## src/rtl/key_matrix_scanner_if.sv

```systemverilog
// Shared LCD bus, matrix pins and event stream of the key matrix scanner.
// master = scanner, slave = the LCD driver / pins / consumer side.
interface key_matrix_scanner_if #(
    parameter int ROWS = 8,
    parameter int COLS = 9
);
    logic            lcd_pause;
    logic            lcd_idle;
    logic            bus_output_enable;
    logic [COLS-1:0] col_drive;
    logic [ROWS-1:0] row_in;
    logic            event_valid;
    logic            event_ready;
    logic [7:0]      event_data;
    logic            overflow;

    modport master (
        output lcd_pause, bus_output_enable, col_drive, event_valid, event_data, overflow,
        input  lcd_idle, row_in, event_ready
    );

    modport slave (
        input  lcd_pause, bus_output_enable, col_drive, event_valid, event_data, overflow,
        output lcd_idle, row_in, event_ready
    );
endinterface

```

## src/rtl/key_matrix_scanner.sv

```systemverilog
// Keyboard matrix scanner time-sharing the LCD bus: periodic column walk, whole-matrix
// debounce, and press/release events queued in a FIFO toward the host.
module key_matrix_scanner #(
    parameter int ROWS       = 8,
    parameter int COLS       = 9,
    parameter int INTERVAL   = 524288,
    parameter int SETTLE     = 500,
    parameter int SAMPLE     = 500,
    parameter int DEBOUNCE   = 4,
    parameter int FIFO_DEPTH = 8
) (
    input  logic                 clk,
    input  logic                 reset,
    key_matrix_scanner_if.master bus
);
    localparam int KEYS  = ROWS * COLS;
    localparam int KEY_W = (KEYS > 1) ? $clog2(KEYS) : 1;
    localparam int COL_W = (COLS > 1) ? $clog2(COLS) : 1;
    localparam int CNT_W = $clog2(INTERVAL + SETTLE + SAMPLE + 1);
    localparam int AGR_W = $clog2(DEBOUNCE + 1);
    localparam int PTR_W = (FIFO_DEPTH > 1) ? $clog2(FIFO_DEPTH) : 1;
    localparam int FCT_W = $clog2(FIFO_DEPTH + 1);

    typedef enum logic [2:0] {
        S_IDLE, S_PAUSE, S_SETTLE, S_DRIVE, S_CAPTURE, S_RELEASE, S_COMPARE, S_WALK
    } state_t;

    state_t               state, state_nxt;
    logic [CNT_W-1:0]     cnt, cnt_nxt;
    logic [COL_W-1:0]     col, col_nxt;
    logic [KEY_W-1:0]     key, key_nxt;
    logic [1:0][ROWS-1:0] row_sync;
    logic [KEYS-1:0]      raw, prev, stable;
    logic [AGR_W-1:0]     agree, agree_upd;
    logic                 push, push_ok, pop;
    logic [7:0]           push_data, head_nxt;
    logic [7:0]           mem [FIFO_DEPTH];
    logic [PTR_W-1:0]     wr_ptr, rd_ptr, rd_nxt;
    logic [FCT_W-1:0]     fcnt, fcnt_rem, fcnt_nxt;

    function automatic logic [PTR_W-1:0] ptr_inc(input logic [PTR_W-1:0] p);
        return (p == PTR_W'(FIFO_DEPTH - 1)) ? '0 : p + 1'b1;
    endfunction

    // Rows idle high through the pull-ups; the reset value keeps the matrix released.
    always_ff @(posedge clk or posedge reset)
        if (reset) row_sync <= '1;
        else       row_sync <= {row_sync[0], bus.row_in};

    always_comb begin
        state_nxt = state;
        cnt_nxt   = cnt;
        col_nxt   = col;
        key_nxt   = key;
        case (state)
            S_IDLE:
                if (cnt == CNT_W'(INTERVAL - 1)) begin
                    state_nxt = S_PAUSE;
                    cnt_nxt   = '0;
                end else cnt_nxt = cnt + 1'b1;
            S_PAUSE:
                if (bus.lcd_idle) begin
                    state_nxt = S_SETTLE;
                    cnt_nxt   = '0;
                    col_nxt   = '0;
                end
            S_SETTLE:
                if (cnt == CNT_W'(SETTLE - 1)) begin
                    state_nxt = S_DRIVE;
                    cnt_nxt   = '0;
                end else cnt_nxt = cnt + 1'b1;
            S_DRIVE:
                if (cnt == CNT_W'(SAMPLE - 1)) begin
                    state_nxt = S_CAPTURE;
                    cnt_nxt   = '0;
                end else cnt_nxt = cnt + 1'b1;
            S_CAPTURE:
                if (col == COL_W'(COLS - 1)) state_nxt = S_RELEASE;
                else begin
                    state_nxt = S_DRIVE;
                    col_nxt   = col + 1'b1;
                end
            S_RELEASE: state_nxt = S_COMPARE;
            S_COMPARE: begin
                cnt_nxt = '0;
                key_nxt = '0;
                state_nxt = (agree_upd == AGR_W'(DEBOUNCE - 1)) ? S_WALK : S_IDLE;
            end
            S_WALK:
                if (key == KEY_W'(KEYS - 1)) state_nxt = S_IDLE;
                else key_nxt = key + 1'b1;
            default: state_nxt = S_IDLE;
        endcase
    end

    always_ff @(posedge clk or posedge reset)
        if (reset) begin
            state <= S_IDLE;
            cnt   <= '0;
            col   <= '0;
            key   <= '0;
        end else begin
            state <= state_nxt;
            cnt   <= cnt_nxt;
            col   <= col_nxt;
            key   <= key_nxt;
        end

    // Outputs decode the next state so each one is a plain flop matching the state.
    // Columns float high during CAPTURE, giving the one-cycle gap between strobes.
    always_ff @(posedge clk or posedge reset)
        if (reset) begin
            bus.lcd_pause         <= 1'b0;
            bus.bus_output_enable <= 1'b1;
            bus.col_drive         <= '1;
        end else begin
            bus.lcd_pause         <= state_nxt inside {S_PAUSE, S_SETTLE, S_DRIVE, S_CAPTURE};
            bus.bus_output_enable <= !(state_nxt inside {S_SETTLE, S_DRIVE, S_CAPTURE});
            bus.col_drive         <= (state_nxt == S_DRIVE) ? ~(COLS'(1) << col_nxt) : '1;
        end

    always_comb begin
        agree_upd = '0;
        if (raw == prev)
            agree_upd = (agree == AGR_W'(DEBOUNCE - 1)) ? agree : agree + 1'b1;
    end

    assign push      = (state == S_WALK) && (raw[key] != stable[key]);
    assign push_data = {raw[key], 7'(key)};

    always_ff @(posedge clk or posedge reset)
        if (reset) begin
            raw    <= '0;
            prev   <= '0;
            stable <= '0;
            agree  <= '0;
        end else begin
            if (state == S_CAPTURE)
                for (int c = 0; c < COLS; c++)
                    if (col == COL_W'(c)) raw[c*ROWS +: ROWS] <= ~row_sync[1];
            if (state == S_COMPARE) begin
                prev  <= raw;
                agree <= agree_upd;
            end
            // Stable follows raw even when the FIFO drops the event.
            if (push) stable[key] <= raw[key];
        end

    assign pop     = bus.event_valid && bus.event_ready;
    assign push_ok = push && ((fcnt != FCT_W'(FIFO_DEPTH)) || pop);

    // The head register is reloaded from memory, or straight from the push when
    // the FIFO would otherwise be empty.
    always_comb begin
        rd_nxt   = pop ? ptr_inc(rd_ptr) : rd_ptr;
        fcnt_rem = fcnt - FCT_W'(pop);
        fcnt_nxt = fcnt_rem + FCT_W'(push_ok);
        head_nxt = (fcnt_rem == '0) ? push_data : mem[rd_nxt];
    end

    always_ff @(posedge clk)
        if (push_ok) mem[wr_ptr] <= push_data;

    always_ff @(posedge clk or posedge reset)
        if (reset) begin
            wr_ptr          <= '0;
            rd_ptr          <= '0;
            fcnt            <= '0;
            bus.event_valid <= 1'b0;
            bus.event_data  <= '0;
            bus.overflow    <= 1'b0;
        end else begin
            if (push_ok) wr_ptr <= ptr_inc(wr_ptr);
            rd_ptr          <= rd_nxt;
            fcnt            <= fcnt_nxt;
            bus.event_valid <= (fcnt_nxt != '0);
            if (fcnt_nxt != '0) bus.event_data <= head_nxt;
            if (push && !push_ok) bus.overflow <= 1'b1;
        end
endmodule

```

## src/flat_wrapper.sv

```systemverilog
// flat-port wrapper written by rule: the top's interface ports become plain ports
module key_matrix_scanner_flat 
#(
    parameter int ROWS       = 8,
    parameter int COLS       = 9,
    parameter int INTERVAL   = 524288,
    parameter int SETTLE     = 500,
    parameter int SAMPLE     = 500,
    parameter int DEBOUNCE   = 4,
    parameter int FIFO_DEPTH = 8
)
  (clk, reset, bus_lcd_pause, bus_bus_output_enable, bus_col_drive, bus_event_valid, bus_event_data, bus_overflow, bus_lcd_idle, bus_row_in, bus_event_ready);
  key_matrix_scanner_if #(.ROWS(ROWS), .COLS(COLS)) bus_i ();
  input  logic clk;
  input  logic reset;
  output wire logic [$bits(bus_i.lcd_pause)-1:0] bus_lcd_pause;
  output wire logic [$bits(bus_i.bus_output_enable)-1:0] bus_bus_output_enable;
  output wire logic [$bits(bus_i.col_drive)-1:0] bus_col_drive;
  output wire logic [$bits(bus_i.event_valid)-1:0] bus_event_valid;
  output wire logic [$bits(bus_i.event_data)-1:0] bus_event_data;
  output wire logic [$bits(bus_i.overflow)-1:0] bus_overflow;
  input wire logic [$bits(bus_i.lcd_idle)-1:0] bus_lcd_idle;
  input wire logic [$bits(bus_i.row_in)-1:0] bus_row_in;
  input wire logic [$bits(bus_i.event_ready)-1:0] bus_event_ready;
  assign bus_lcd_pause = bus_i.lcd_pause;
  assign bus_bus_output_enable = bus_i.bus_output_enable;
  assign bus_col_drive = bus_i.col_drive;
  assign bus_event_valid = bus_i.event_valid;
  assign bus_event_data = bus_i.event_data;
  assign bus_overflow = bus_i.overflow;
  assign bus_i.lcd_idle = bus_lcd_idle;
  assign bus_i.row_in = bus_row_in;
  assign bus_i.event_ready = bus_event_ready;
  key_matrix_scanner #(.ROWS(ROWS), .COLS(COLS), .INTERVAL(INTERVAL), .SETTLE(SETTLE), .SAMPLE(SAMPLE), .DEBOUNCE(DEBOUNCE), .FIFO_DEPTH(FIFO_DEPTH)) u_core (.clk(clk), .reset(reset), .bus(bus_i));
endmodule
```

## config.mk

```make
export PLATFORM = sky130hd
export DESIGN_NAME = key_matrix_scanner_flat
export DESIGN_NICKNAME = d
export VERILOG_FILES = /design/src/rtl/key_matrix_scanner_if.sv /design/src/rtl/key_matrix_scanner.sv /design/src/flat_wrapper.sv
export SDC_FILE = /design/constraint.sdc
export NUM_CORES = 1
export LEC_CHECK = 0
export CORE_ASPECT_RATIO = 0.7
export CORE_MARGIN = 2
export CORE_UTILIZATION = 58
export CTS_BUF_LIST = sky130_fd_sc_hd__clkbuf_4
export CTS_CLUSTER_SIZE = 28
export DETAILED_ROUTE_END_ITERATION = 10
export PLACE_DENSITY = 0.78
export RECOVER_POWER = 25
export SYNTH_ARGS = -nofsm -noshare
export SYNTH_HDL_FRONTEND = slang
export SYNTH_SLANG_ARGS = --single-unit
```

## constraint.sdc

```tcl
create_clock -name clk -period 9.4 [get_ports clk]
set_input_delay 1.88 -clock clk [delete_from_list [all_inputs] [get_ports clk]]
set_output_delay 1.88 -clock clk [all_outputs]
set_load 0.02 [all_outputs]
```

# == Word level (Yosys, flattened, before mapping) ==
# Memory sizes are Yosys's and may differ from the RTL's.
# Cells that the tools add are included.
# word_totals
ff_bits,300
ramBits,64
input_bits,12
output_inout_bits,21
memories,1
# classes
addsub,8
order_cmp,2
n_eq_ne,31
shifts,1
n_mux,33
n_bitwise,2
reduce_logical,28
# mem_list
memory,words,width,rd,rd_ports_with_merged_regs,write_ports,line,text
u_core.mem,8,8,1,0,1,key_matrix_scanner.sv:37,logic [7:0] mem [FIFO_DEPTH];
# op_table
op,count
20-bit case mux with 4 select lines,1
72-bit bitwise mux,1
72-bit equality test,1
20-bit two-way mux,3
3-bit two-way mux,12
3-bit case mux with 8 select lines,1
2-bit AND reduction,11
"3-bit equality test, second input constant",7
"20-bit by 1-bit adder with 20-bit output, second input constant",1
"20-bit by 19-bit equality test with 1-bit output, second input constant",1
"20-bit by 9-bit equality test with 1-bit output, second input constant",1
"3-bit by 2-bit equality test with 1-bit output, second input constant",6
"4-bit by 3-bit equality test with 1-bit output, second input constant",4
1-bit binary-select mux with 7-bit select,2
7-bit case mux with 2 select lines,1
4-bit nonzero test,3
"3-bit by 1-bit adder with 3-bit output, second input constant",3
9-bit two-way mux,1
9-bit NOT,1
"1-bit by 4-bit left shift with 9-bit output, first input constant",1
"4-bit by 2-bit equality test with 1-bit output, second input constant",2
4-bit logical NOT,2
"7-bit by 8-bit less-than comparator with 1-bit output, second input constant",1
4-bit two-way mux,2
25 further kinds,36

# == Longest topological paths before layout ==
# Gate-level depths: netlist of the first run.
# depth
depth_word,9
mapped_depth,21

# == Worst setup path before layout of the first run ==
# OpenSTA, ideal clock, no wires.
# synth_path
path_kind,reg-to-reg
startpoint,reg u_core.key[0]
endpoint,reg u_core.bus.event_data[7]
arrival_time_ns,4.542
t_required_ns,9.282
slack_ns,4.740
path_stages_with_launch,20
n_path_buf,4
synth_period_minus_slack_ns,4.660
path_cell_list,dfrtp_1 > buf_2 > buf_2 > mux2_2 > a221oi_1 > o21ai_0 > a32oi_1 > nand4_4 > xnor2_4 > o21ai_1 > nand2_1 > buf_4 > inv_1 > ha_1 > ha_1 > xnor2_1 > nor4_1 > clkbuf_1 > a211oi_1 > a21o_1
# synth_via
elab_chain_cells,7
# synth_rtl
element,line,text
"start, declared",key_matrix_scanner.sv:31,"logic [KEY_W-1:0] key, key_nxt;"
"start signal, assigned",key_matrix_scanner.sv:106,key <= key_nxt;
1-bit binary-select mux with 7-bit select,key_matrix_scanner.sv:128,assign push = (state == S_WALK) && (raw[key] != stable[key]);
1-bit two-way mux (implied by the code),key_matrix_scanner.sv:128,
1-bit != test (*),key_matrix_scanner.sv:128,
1-bit logical AND (*),key_matrix_scanner.sv:128,
1-bit logical AND (*),key_matrix_scanner.sv:150,assign push_ok = push && ((fcnt != FCT_W'(FIFO_DEPTH)) || pop);
named net u_core.push_ok,key_matrix_scanner.sv:35,"logic push, push_ok, pop;"
4-bit by 1-bit adder with 4-bit output (*),key_matrix_scanner.sv:157,fcnt_nxt = fcnt_rem + FCT_W'(push_ok);
named net u_core.fcnt_nxt[2],key_matrix_scanner.sv:39,"logic [FCT_W-1:0] fcnt, fcnt_rem, fcnt_nxt;"
4-bit nonzero test (*),key_matrix_scanner.sv:177,if (fcnt_nxt != '0) bus.event_data <= head_nxt;
"end signal, assigned",key_matrix_scanner.sv:177,
"end, declared",key_matrix_scanner_if.sv:18,"output lcd_pause, bus_output_enable, col_drive, event_valid, event_data, overflow,"
# Mark *: on every way through the listed nets, which the timed path passes. The rest lies on a longest branch. The select of a mux whose other input is x is not followed.
# A chain may end at the register's enable or synchronous reset.

# == Worst setup path in the final report of the first run ==
# layout_path
startpoint,reg u_core.key[1]
endpoint,reg u_core.bus.event_data[2]
# Same word-level chain as after synthesis.

==> results of run 1 <==
[critical path: stages, from the launching register on]
cell      delay, ns
dfrtp_1        0.85
clkbuf_1       1.40
mux2_2         0.46
a221oi_1       0.30
o221ai_1       0.14
a32oi_1        0.53
nand4_4        0.20
xnor2_4        0.31
o21ai_1        0.18
nand2_1        0.37
inv_1          0.14
ha_1           0.24
ha_1           0.19
xnor2_1        0.16
nor4_2         0.25
buf_4          0.26
a211oi_1       0.08
a21o_1         0.19
[state kept, by name (all words and copies together) (netlist names), 4 cells and up]
signal                 count
u_core.bus.col_drive       9
u_core.bus.event_data      8
u_core.cnt                20
u_core.col                 4
u_core.fcnt                4
u_core.key                 7
u_core.mem                64
u_core.prev               72
u_core.raw                72
u_core.row_sync           16
u_core.stable             72
[cell families after synthesis]
| logic type | count (synthesis) |
|---|---|
| compound gates | 226 |
| xor+xnor | 95 |
| fa+ha+maj | 15 |
| buf+inv | 108 |
| flops | 364 |
| mux | 123 |
| simple gates | 712 |
[cells in the final DEF (no fill, tap or decap), types with 12 or more instances in the layout]
cell and n:
nand2_1 456, dfrtp_1 274, clkbuf_4 132, o21ai_0 92, mux2_2 78, nor2_1 67, xnor2_1 65, edfxtp_1 64
nand3_1 41, xor2_1 28, dfstp_2 26, a21oi_1 25, and3_1 25, mux2i_1 25, inv_1 23, clkdlybuf4s50_1 23
nand4_1 20, buf_4 18, nor3_1 17, clkinv_1 16, nor4_1 15, a31oi_1 15, mux2_1 15, ha_1 15
nor2b_1 12, a221oi_1 12
[per-stage QoR]
stage,instances,worst slack [ns],hold slack [ns]
after floorplan,1643,3.554,0.3452
after global placement,1997,4.209,0.3453
after detailed placement,1997,4.029,0.3468
after CTS,2152,4.016,0.3436
after global routing,2153,2.673,0.3588
final,2153,3.007,0.3443
[worst max-delay path by stage]
stage | from | depth (start not counted) | endpoint
after floorplan | reset | 1 | u_core.agree[0]$_DFFE_PP0P_
after global placement | u_core.key[2]$_DFFE_PP0P_ | 17 | u_core.bus.event_data[7]$_DFFE_PP0P_
after detailed placement | u_core.key[2]$_DFFE_PP0P_ | 17 | u_core.bus.event_data[2]$_DFFE_PP0P_
after CTS | u_core.key[2]$_DFFE_PP0P_ | 17 | u_core.bus.event_data[2]$_DFFE_PP0P_
after global routing | u_core.key[1]$_DFFE_PP0P_ | 17 | u_core.bus.event_data[2]$_DFFE_PP0P_
final | u_core.key[1]$_DFFE_PP0P_ | 17 | u_core.bus.event_data[2]$_DFFE_PP0P_
[power groups by stage]
stage / Sequential [W] / Clock [W] / Combinational (W)
after CTS: 0.00172 / 0.00133 / 0.000598
after detailed placement: 0.00175 / 0 / 0.000598
after global placement: 0.00175 / 0 / 0.000580
after floorplan: 0.00176 / 0 / 0.000384
final: 0.00172 / 0.00130 / 0.000588
after global routing: 0.00173 / 0.00141 / 0.000653
[routing by layer]
| layer | routed length, um | vias up |
|---|---|---|
| met3 | 3861 | 69 |
| met5 | 0 | - |
| met2 | 18600 | 550 |
| met1 | 19030 | 6292 |
| met4 | 821 | 0 |
| li1 | - | 5877 |
[area by class of cell]
cell class | instances | area share, %
inverters | 27 | 0.5467
flip-flops and latches | 364 | 50.42
multi-input cells | 1171 | 37.89
clock buffers | 132 | 5.281
clock inverters | 23 | 0.6734
repair buffers | 57 | 2.654
well taps | 378 | 2.520
diodes | 1 | 0.01334
==> qor.csv, run 1 <==
metric,value,unit
most common library cells after synthesis,"nand2_1 (456), dfrtp_1 (274), o21ai_0 (93)",
cell area after placement,17680,um^2
Net Sw Frac,29.33,%
CTS sink count,364,
Synth Area in XOR/XNOR,5.039,%
Worst Hold Depth,0,
Sequential Power Share,47.7,%
Hold Crit Class,reg2reg,
FF-to-FF setup slack,3.01,ns
share of cells above drive strength 1,16.85,%
Hold Startpoint,u_core.row_sync[2]$_DFF_PP1_,
NetSw,0.001060,W
Final setup viols,0,
PostCTS Resize Cnt,0,
Worst setup EP type,flop,
WL/cell,19.65,um
RSZ-0062 raised after global routing,false,
post-synthesis mux area share,8.234,%
vias per cell,5.940,
"Area growth, synth to finish",10.16,%
row cnt,52,
via count,12788,
combinational family with the most area after synthesis,simple AND/OR/NAND/NOR gates,
Fin. Hold Viols,0,
Total Wirelength,42310,um
net count of the finished layout,1733,
cts hold-fix bufs,0,
DRT iter0 DRCs,1294,
run status,"complete, but fails checks",
Critical R2R Capture,u_core.bus.event_data[2]$_DFFE_PP0P_,
M3 GR Usage,7.436,%
Yosys top cell by area,dfrtp_1,
sequential cell area,9462,um^2
total track usage,28.25,%
CTS root buf,clkbuf_4,
syn_area_per_cell,10.37,um^2
Crit Path Class,reg2reg,
P_leak,8.536,nW
"Distinct cells, synth",76,
die span in x,208.8,um
GP Congestion,0.9493,
Initial Util,58.97,%
syn nets,1670,
"Clk Latency, worst-skew pair",0.78,ns
Max Slew Vio Count,217,
#FFs+latches synth,364,
clock tree from TritonCTS,done,
register area share after synthesis,55.54,%
Mapped Cells,1643,
final worst path period need,6.393,ns
first-pass GRT wire length,68000,um
number of flops mapped to enable cells by yosys,64,
area share of and/or/nand/nor cells after synthesis,18.81,%
core area,28890,um^2
largest net degree at the start of global routing,143,
Synth warnings,0,
grt peak-use layer,met1,
Least-Margin Pin Slew,3.812,ns
clk_skew,0.04139,ns
Fillers,2326,
Required @ worst endpoint,10.04,ns
met2 usage,41.22,%
fmax,0.1564,GHz
R2R cell count,17,
H-tree depth,3,
initial antenna violation count,1,
Clock power frac,36.0,%
Inserted Clock Buffers,85,
gr ovfl total,0,
post-synth top area share,40.25,%
Post-route DRC,0,
area taken by multi-input logic gates,7111,um^2
TNS Setup,0,ns
Comb power frac,16.3,%
Mapped Area,17040,um^2
"Arr. time, crit path",7.04,ns
number of global-route vias before repair,12482,
post-route cell area,18770,um^2
detailed-placement wirelength estimate,27420,um
grt met1 use,41.83,%
Pre-antenna DRT Iters,8,
"Core Util, Final",64.96,%
Die Y,147.4,um
Power Total,0.003613,W
fraction of registers with async set/reset,82.42,%
Pint,0.002553,W
clock-pin slew on the worst setup and hold paths,0.07,ns
PortBufs,32,
max_slew headroom,-154.1,%
worst r2r src,u_core.key[1]$_DFFE_PP0P_,
ANT nets after route,0,
"critical path fanouts, max",34,
power density over the cells,192.5,nW/um^2
Max-Cap Viols,4,
Max IR drop VDD,123.7,uV
Tcrit/Tclk final,68.01,%
Worst Hold End,u_core.row_sync[10]$_DFF_PP1_,
"count leader, synth",nand2_1,
DIE AREA,30780,um^2
startpoint types,flop,
# Post-CTS Setup Buffers,0,
# IOs,33,
Synth Flop Type,dfrtp_1,
post-synthesis compound-gate area fraction,8.395,%
synth top area cells,"dfrtp_1 (40%), edfxtp_1 (11%), nand2_1 (10%)",
failing checks,"capacitance limit, slew limit",
Synth Area in Adders,1.102,%
clock buffer depth,3,
Power figures use the tool's default switching activity.
==> inputs of run 2 (changes only) <==
CORE_UTILIZATION = 60   (was 58)
PLACE_DENSITY = 0.77   (was 0.78)
clock period = 5.9 ns   (was 9.4 ns; I/O delays follow)
==> qor.csv, run 2 (synthesis results as in run 1) <==
metric,value,unit
"Clk Latency, worst-skew pair",0.78,ns
Fin. Hold Viols,0,
Hold Crit Class,reg2reg,
first-pass GRT wire length,67520,um
run status,"complete, but fails checks",
row cnt,51,
vias per cell,5.896,
Fillers,2124,
Max IR drop VDD,232.4,uV
Max-Cap Viols,2,
Crit Path Class,reg2reg,
total track usage,29.31,%
"commonest non-fill, non-tap cell in the layout",nand2_1,
"Slowest-stage cell, CP",dfrtp_4,
detailed-placement wirelength estimate,27740,um
PostCTS Resize Cnt,0,
Power Total,0.005889,W
number of global-route vias before repair,12311,
CTS root buf,clkbuf_4,
RSZ-0062 raised after global routing,false,
# IOs,33,
max_slew headroom,-117.1,%
initial antenna violation count,1,
startpoint types,flop,
clk_skew,0.04566,ns
area taken by multi-input logic gates,7111,um^2
core area,27890,um^2
met2 usage,41.06,%
Required @ worst endpoint,6.56,ns
CP Cell Sequence,buf_4 > mux2i_1 > o221a_2 > o21ai_0 > a32o_1 > or4_4 > xnor2_4 > o21ai_1 > nand2_1 > inv_1 > ha_1 > ha_1 > xnor2_1 > nor4_2 > buf_4 > a211oi_1 > a21o_1,
DRT iter0 DRCs,1228,
CTS sink count,364,
grt met1 use,43.82,%
Initial Util,61.09,%
clock buffer depth,3,
"Arr. time, crit path",5.84,ns
Tcrit/Tclk final,87.82,%
DIE AREA,29780,um^2
Worst setup EP type,flop,
gr ovfl total,0,
Largest regs,"u_core.prev (72), u_core.raw (72), u_core.stable (72)",
grt peak-use layer,met1,
power density over the cells,313.0,nW/um^2
via count,12594,
Post-route DRC,0,
Total Wirelength,41960,um
Inserted Clock Buffers,84,
delay of the slowest critical-path stage,0.94,ns
sequential cell area,9468,um^2
cts hold-fix bufs,0,
Pre-antenna DRT Iters,5,
die span in x,205.4,um
GP Congestion,0.9466,
P_leak,8.551,nW
PortBufs,32,
Worst Path Buf+Inv,3,
most frequent cells in the layout,"nand2_1 (456), dfrtp_1 (271), clkbuf_4 (125)",
"critical path fanouts, max",67,
clock tree from TritonCTS,done,
Final setup viols,0,
"Area growth, synth to finish",10.44,%
TNS Setup,0,ns
M3 GR Usage,9.097,%
fmax,0.1930,GHz
H-tree depth,3,
Least-Margin Pin Slew,3.257,ns
ANT nets after route,0,
CP top delay family,simple AND/OR/NAND/NOR gates,
# Post-CTS Setup Buffers,0,
failing checks,"capacitance limit, slew limit",
clock-pin slew on the worst setup and hold paths,0.08,ns
WL/cell,19.64,um
share of cells above drive strength 1,17.01,%
Die Y,145.0,um
largest net degree at the start of global routing,142,
net count of the finished layout,1734,
final worst path period need,5.181,ns
Max Slew Vio Count,146,
[run 2: cell count changes in the layout (fill, tap and decap cells not counted), moves of 2 or more]
cell	delta
buf_4	+5
bufinv_16	+4
clkbuf_1	-4
clkbuf_4	-7
clkinv_1	-4
clkinv_2	-2
clkinvlp_4	-2
dfrtp_1	-3
dfrtp_2	+2
[run 2: path summary, 6_finish.rpt]
check | startpoint | end | slack (ns) | depth (start not counted)
max in group asynchronous | reset | u_core.key[0]$_DFFE_PP0P_ | 1.18 | 3
setup reg to reg | u_core.key[2]$_DFFE_PP0P_ | u_core.bus.event_data[2]$_DFFE_PP0P_ | 0.72 | 17
setup / recovery | u_core.key[2]$_DFFE_PP0P_ | u_core.bus.event_data[2]$_DFFE_PP0P_ | 0.72 | 17
hold reg to reg | u_core.row_sync[2]$_DFF_PP1_ | u_core.row_sync[10]$_DFF_PP1_ | 0.34 | 0
min in group asynchronous | reset | u_core.cnt[3]$_DFFE_PP0P_ | 0.98 | 2
hold / removal | u_core.row_sync[2]$_DFF_PP1_ | u_core.row_sync[10]$_DFF_PP1_ | 0.34 | 0
[run 2: final cells by class]
class	instances	share of cell area (%)
multi-input combinational	1171	37.79
sequential	364	50.32
tap	371	2.467
clock buffer	125	4.988
timing repair buffer	59	2.793
antenna	1	0.01330
inverter	27	0.5453
clock inverter	18	1.077
[run 2: per-stage QoR]
stage | cells | utilization [%] | worst slack [ns] | hold slack (ns) | area [um^2]
2_1_floorplan | 1643 | - | 0.7542 | 0.3452 | 17040
3_3_place_gp | 1992 | 63.50 | 1.011 | 0.3463 | 17710
3_5_place_dp | 1992 | 63.50 | 0.7753 | 0.3468 | 17710
4_1_cts | 2135 | 67.60 | 0.7178 | 0.3453 | 18850
5_1_grt | 2136 | 67.47 | 0.3016 | 0.3480 | 18810
6_report | 2136 | 67.47 | 0.7186 | 0.3439 | 18810
[run 2: where the power goes]
part / switching [W] / leakage, nW / internal (W) / total, W
logic: 0.000599 / 3.14 / 0.000371 / 0.000970
registers: 0.0000898 / 4.75 / 0.00266 / 0.00275
clock network: 0.000990 / 0.667 / 0.00118 / 0.00217
total: 0.00168 / 8.55 / 0.00421 / 0.00589
[run 2: worst register-to-register path: cells and delay by family, from the launching register on]
| kind | cells | cell delay [ns] |
|---|---|---|
| flip-flops | 1 | 0.94 |
| XOR/XNOR | 2 | 0.43 |
| AO/OA/AOI/OAI | 6 | 1.04 |
| AND/OR/NAND/NOR | 3 | 1.17 |
| adder cells (fa/ha/maj) | 2 | 0.43 |
| buffers and inverters | 3 | 0.82 |
| multiplexers | 1 | 0.24 |
[run 2: routing by layer]
layer	vias to the layer above	wire (um)
li1	5862	-
met1	6147	19100
met2	512	18130
met3	73	3922
met4	0	809
met5	-	0
